File: config.mk
export PLATFORM = sky130hd
export DESIGN_NAME = dot_product_accum
export DESIGN_NICKNAME = d
export VERILOG_FILES = /design/src/rtl/dot_pkg.sv /design/src/rtl/sat_adder.sv /design/src/rtl/dot_product_accum.sv
export SDC_FILE = /design/constraint.sdc
export NUM_CORES = 1
export LEC_CHECK = 0
export BUFFER_PORTS_ARGS = -buffer_cell sky130_fd_sc_hd__clkbuf_2
export CAP_MARGIN = 20
export CELL_PAD_IN_SITES_DETAIL_PLACEMENT = 1
export CELL_PAD_IN_SITES_GLOBAL_PLACEMENT = 1
export CORE_MARGIN = 2
export CORE_UTILIZATION = 35
export DETAILED_ROUTE_END_ITERATION = 10
export MAX_ROUTING_LAYER = met4
export PLACE_DENSITY = 0.71
export SETUP_SLACK_MARGIN = 0.4
export SYNTH_ARGS = -nofsm -noshare
export SYNTH_HDL_FRONTEND = slang
export SYNTH_SLANG_ARGS = --single-unit
File: constraint.sdc
create_clock -name clk -period 1.85 [get_ports clk]
set_input_delay 0.2775 -clock clk [delete_from_list [all_inputs] [get_ports clk]]
set_output_delay 0.2775 -clock clk [all_outputs]
set_load 0.02 [all_outputs]
File: src/rtl/dot_pkg.sv
// rtl/dot_pkg.sv - shared constants, FSM state codes and product sign extension for dot_product_accum
package dot_pkg;

  localparam int PROD_W = 8;

  localparam logic [0:0] ST_ACCUM = 1'b0;
  localparam logic [0:0] ST_HOLD  = 1'b1;

  function automatic logic [31:0] sext_prod(input logic [PROD_W-1:0] p);
    return {{(32-PROD_W){p[PROD_W-1]}}, p};
  endfunction

endpackage

File: src/rtl/sat_adder.sv
// rtl/sat_adder.sv - ACC_W-bit signed adder; clamps when DOT_PRODUCT_ACCUM_SAT_EN is defined, wraps otherwise
module sat_adder #(
  parameter int ACC_W = 12
) (
  input  logic [ACC_W-1:0] i_a,
  input  logic [ACC_W-1:0] i_b,
  output logic [ACC_W-1:0] o_sum,
  output logic             o_clamp
);

`ifdef DOT_PRODUCT_ACCUM_SAT_EN
  localparam logic [ACC_W-1:0] MAX_V = {1'b0, {(ACC_W-1){1'b1}}};
  localparam logic [ACC_W-1:0] MIN_V = {1'b1, {(ACC_W-1){1'b0}}};

  logic [ACC_W:0] w_full;

  // One guard bit: the top two bits disagree exactly when the true sum left the range.
  assign w_full  = {i_a[ACC_W-1], i_a} + {i_b[ACC_W-1], i_b};
  assign o_clamp = w_full[ACC_W] ^ w_full[ACC_W-1];
  assign o_sum   = o_clamp ? (w_full[ACC_W] ? MIN_V : MAX_V) : w_full[ACC_W-1:0];
`else
  assign o_sum   = i_a + i_b;
  assign o_clamp = 1'b0;
`endif

endmodule

File: src/rtl/dot_product_accum.sv
// rtl/dot_product_accum.sv - sums N_TERMS signed products and hands the result over valid/ready
// Optional saturation and sticky overflow flag under DOT_PRODUCT_ACCUM_SAT_EN.
module dot_product_accum
  import dot_pkg::*;
#(
  parameter int N_TERMS = 4,
  parameter int ACC_W   = 12
) (
  input  logic              clk,
  input  logic              rst_n,
  input  logic              clear,
  input  logic              prod_valid,
  input  logic [PROD_W-1:0] prod_data,
  output logic              prod_ready,
  output logic              sum_valid,
  output logic [ACC_W-1:0]  sum_data,
  input  logic              sum_ready,
  output logic              overflow
);

  localparam int CNT_W = (N_TERMS > 1) ? $clog2(N_TERMS) : 1;
  localparam logic [CNT_W-1:0] LAST_CNT = CNT_W'(N_TERMS - 1);

  logic [0:0]       r_state;
  logic [ACC_W-1:0] r_acc;
  logic [ACC_W-1:0] r_sum;
  logic [CNT_W-1:0] r_cnt;

  logic             w_xfer;
  logic             w_last;
  logic             w_clamp;
  logic [ACC_W-1:0] w_ext;
  logic [ACC_W-1:0] w_add;

  assign prod_ready = (r_state == ST_ACCUM);
  assign sum_valid  = (r_state == ST_HOLD);
  assign sum_data   = r_sum;
  assign w_xfer     = prod_valid && prod_ready;
  assign w_last     = (r_cnt == LAST_CNT);
  assign w_ext      = ACC_W'(sext_prod(prod_data));

  sat_adder #(.ACC_W(ACC_W)) u_sat_adder (
    .i_a     (r_acc),
    .i_b     (w_ext),
    .o_sum   (w_add),
    .o_clamp (w_clamp)
  );

  always_ff @(posedge clk or negedge rst_n) begin
    if (!rst_n) begin
      r_state <= ST_ACCUM;
      r_acc   <= '0;
      r_sum   <= '0;
      r_cnt   <= '0;
    end else if (clear) begin
      r_state <= ST_ACCUM;
      r_acc   <= '0;
      r_cnt   <= '0;
    end else if (r_state == ST_ACCUM) begin
      if (w_xfer) begin
        if (w_last) begin
          r_sum   <= w_add;
          r_acc   <= '0;
          r_cnt   <= '0;
          r_state <= ST_HOLD;
        end else begin
          r_acc <= w_add;
          r_cnt <= r_cnt + CNT_W'(1);
        end
      end
    end else if (sum_ready) begin
      r_state <= ST_ACCUM;
    end
  end

`ifdef DOT_PRODUCT_ACCUM_SAT_EN
  logic r_ovf;

  // The first product of a result restarts the flag; later ones only accumulate into it.
  always_ff @(posedge clk or negedge rst_n) begin
    if (!rst_n) begin
      r_ovf <= 1'b0;
    end else if (clear) begin
      r_ovf <= 1'b0;
    end else if (w_xfer) begin
      r_ovf <= (r_cnt == '0) ? w_clamp : (r_ovf | w_clamp);
    end
  end

  assign overflow = r_ovf;
`else
  assign overflow = w_clamp;
`endif

endmodule

# == Word-level counts from Yosys, hierarchy flattened ==
# Index checks and enable logic that the tools add are counted.
# classes
n_mux,13
n_eq_ne,2
div,0
magnitude_cmp,0
reduce_logical,4
addsub,2
bitwise_logic,2
shift,0
multipliers,0
# ops
operator,n
12-bit two-way mux,4
12-bit adder,1
2-bit two-way mux,4
1-bit two-way mux,5
4-bit AND reduction,1
2-bit by 1-bit adder with 2-bit output (second input constant),1
2-bit equality test (second input constant),1
2-bit != test (second input constant),1
1-bit inverter,2
2-bit AND reduction,1
2-bit nonzero test,1
1-bit logical AND,1
# word_totals
latch_bits,0
regBits,27
n_memories,0
output_inout_bits,15
in_bits,13
elab_cells,27
romBits,0
mem_bits_rw,0

# == Longest topological paths before layout ==
# depth
word_depth,5
ltp_mapped,9
ltp_nobuf,9

# == Hierarchy ==
# A second synthesis with hierarchy kept.
# hier_totals
cells_unflattened,155
area_unflattened_um2,1645.3
# by_module_without_submodules
module,n_inst,area_each_um2,seq_area_each_um2,cells_each
dot_product_accum,1,1131.1,675.6,94
sat_adder,1,514.2,0.0,61

# == Least setup slack after synthesis ==
# Ideal clock, no wire load.
# synth_path
kind,register -> register
from,register r_acc[0]
to,"register r_sum[10], in the netlist sum_data[10]"
setup_time_ns,0.125
arrival_time_ns,1.842
period_less_slack_ns,1.967
slack_ns,-0.117
required_ns,1.725
n_path_buf,0
path_stages_with_launch,10
cell_sequence,dfrtp_1 -> ha_1 -> inv_1 -> fa_1 -> nor2b_4 -> o31a_1 -> o21ai_2 -> o21ai_1 -> xor2_1 -> mux2_2
# synth_between
elab_chain_len,1
# synth_rtl
element,line_no,text
"start, declared",dot_product_accum.sv:25,logic [ACC_W-1:0] r_acc;
"start signal, assigned",dot_product_accum.sv:67,r_acc <= w_add;
12-bit adder,sat_adder.sv:22,assign o_sum = i_a + i_b;
"end signal, assigned",dot_product_accum.sv:62,r_sum <= w_add;
"end, declared",dot_product_accum.sv:26,logic [ACC_W-1:0] r_sum;
# Every way passes these cells.
# A chain may end at the register's enable or synchronous reset.

# == Worst setup path after layout ==
# layout_path
from,register r_acc[0]
to,"register r_sum[4], in the netlist sum_data[4]"
# Same word-level chain as after synthesis.

==> impl_metrics.toml <==
[critical_path]
path_class = "reg2reg"
r2r_end = "sum_data[4]"
reg2reg_depth = 10
crit_required_ns = 2.02
cp-start-kind = "register"
r2r_slack_ns = -0.18
r2r-start = "r_acc[0]"
crit_chain = "ha_4, inv_2, fa_2, nor2b_4, o31a_1, buf_4, buf_6, buf_4, a21oi_4, mux2_4"
path_common_cell = "buf_4"
endpoint_kind = "register"
critical-path-top-delay-family = "adder cells"
slowest_stage = "dfrtp_1"
crit_fanout = 2
critical_path.max_stage_delay_ns = 0.40
critPathArrivalTime_ns = 2.20
critPathBufInv = 4

[synth]
yosysTopAreaCellShare_pct = 43.8
synth_nets = 182
synth_seq_cells = 27
netlist-cell-type-count = 38
syn_inst = 156
synth-main-ff-cell = "dfrtp_1"
syn-mean-instance-area_sq_um = 9.89
synth_edf_count = 0
synth_area_sq_um = 1540
yosysTopAreaCell = "dfrtp_1"
synthTopCellsByArea = "dfrtp_1, ha_1, o21ai_0"
ys_async_sr_fraction_pct = 100
ys_warn_count = 0
synth-seq-area-share_pct = 43.8

[drt]
met1Wirelength_um = 1750
routed_wl_um = 4150
avgRoutedWirePerCell_um = 16.4
drtIter0Drc = 56
highest_layer = "met4"
drcViolationCount = 0
via_per_inst = 5.27
firstDrtPassIters = 4
ant_nets = 0
dr_wl_met2_um = 2230
met3_length_um = 110
vias = 1333

[timing]
grt_setup_unrepaired = "yes"
fmax_mhz = 493
period_share_pct = 110
tns_ns = -1.27
max-slew-margin-rel_pct = 53.1
maxSlewViolCount = 0
setup_ws_ns = -0.180
skew_ns = 0.00384
worst_hold_slack_ns = 0.0321
hold_viol = 0
setup_viol_count_final = 12
tightest_slew_ns = 0.704
min_period_ns = 2.03

[grt]
gr-total-overflow = 0
grt_pass1_vias = 1396
grt_pass1_wl_um = 6740
grt_max_degree = 28
track_usage_pct = 17.8
antenna_found_initial = 0

[cells_and_area]
drive_above_1_share_pct = 40.8
final_cell_mix = "dfrtp_1, clkbuf_2, nand2_1"
final_cells = 253
fillers = 505
areaGrowthSynthToFinish_pct = 35.5
nNetsFinal = 228
final_common_cell = "dfrtp_1"
diodes = 0

[power_and_ir_drop]
total_power_mw = 1.88
ir_drop_uv = 400
p_sw_mw = 0.683
pwr-share-seq_pct = 39.9
p_leak_nw = 1.01
pwr-share-comb_pct = 42.0
p_int_mw = 1.20
power.density_nw_per_um2 = 899
p_clk_share_pct = 18.1
netSwitchingFraction_pct = 36.3

[place]
dp_hpwl_um = 3040
port_buffers = 26
placed_cells = 240
place_congestion = 0.839

[clocking]
cts_hold_buf = 0
cts_root_buffer = "clkbuf_8"
htree_levels = 1
cts_tree = "built"
cts_made_buffers = 3
cts.path.max_buffers = 2
clock_sinks = 27
clk_latency_ns = 0.27
cts.clk_slew.worst_paths_ns = 0.09

[run_status]
violations = "setup timing"
status = "finished with violations"

[floorplanning]
coreArea_sq_um = 4290
die_h_um = 70.4
die_w_um = 70.4
dieArea_sq_um = 4950
initial_utilization_pct = 35.9
placement_rows = 24
ios = 28

[min_path]
worstHoldPathType = "in2async"

[run]
maxCapViolations = 0
[kinds of logic (layout without fill, tap and decap cells)]
logic type / after synthesis / count (layout) / share of synthesized area (%)
mux: 5 / 5 / 3.57
buf+inv: 10 / 55 / 2.68
xor+xnor: 10 / 10 / 5.68
flops: 27 / 27 / 43.8
simple gates: 40 / 40 / 13.1
fa+ha+maj: 13 / 13 / 11.0
other cells: 1 / 1 / 0.243
compound gates: 50 / 50 / 20.0
[power by group through the flow]
stage / Combinational [mW] / Sequential (mW) / Clock, mW
after floorplan: 0.360 / 0.826 / 0
after detailed placement: 0.647 / 0.762 / 0
after CTS: 0.708 / 0.750 / 0.353
after global placement: 0.614 / 0.755 / 0
after global routing: 0.859 / 0.765 / 0.378
final: 0.789 / 0.750 / 0.341
[Yosys cell counts, types with 3 or more instances]
master and number:
inv_1 5, a22o_1 4, clkbuf_1 4, dfrtp_1 27, ha_1 12, mux2_2 3
o21ai_0 20, a21oi_1 10, o21bai_1 3, nor3_1 3, nand2_1 22, xor2_1 7
nor2_1 5, xnor2_1 3
[stage by stage]
| stage | utilization [%] | worst slack [ns] | area, sq um |
|---|---|---|---|
| after floorplan | - | -0.0518 | 1580 |
| final | 48.7 | -0.180 | 2090 |
| after detailed placement | 42.7 | -0.208 | 1830 |
| after global placement | 42.7 | -0.129 | 1830 |
| after CTS | 45.6 | -0.160 | 1960 |
| after global routing | 48.7 | -0.281 | 2090 |
[metal layers]
layer	track usage, %	up-vias
met3	2.89	6
li1	-	636
met2	30.9	24
met4	5.98	0
met1	20.8	667
met5	-	-
[how the worst max path moves through the flow]
| stage | to | cells past startpoint | from | slack, ns |
|---|---|---|---|---|
| 2_1_floorplan | sum_data[10] | 9 | r_acc[0] | -0.05 |
| 3_3_place_gp | sum_data[10] | 10 | prod_data[0] | -0.13 |
| 3_5_place_dp | sum_data[10] | 10 | prod_data[0] | -0.21 |
| 4_1_cts | sum_data[10] | 9 | r_acc[0] | -0.16 |
| 5_1_grt | r_acc[6] | 11 | r_acc[0] | -0.28 |
| 6_report | sum_data[4] | 10 | r_acc[0] | -0.18 |
[cell type report]
type / instances / area, sq um / area share (%)
repair buffers: 46 / 303 / 14.5
multi-input cells: 119 / 983 / 47.0
flip-flops and latches: 27 / 676 / 32.3
well taps: 52 / 65.1 / 3.11
inverters: 5 / 18.8 / 0.898
clock buffers: 4 / 45.0 / 2.15
[sequential cells by signal, indices dropped and copies added, names as in the netlist]
signal     count
r_acc         12
sum_valid      1
r_cnt          2
sum_data      12
[repair_timing]
item / in CTS / in global routing
setup buffers: 3 / 6
pin swaps: 8 / 16
gates cloned: 0 / 0
endpoints found under the setup margin: 20 / 21
resized for setup: 20 / 17
(Power assumes the default switching activity.)
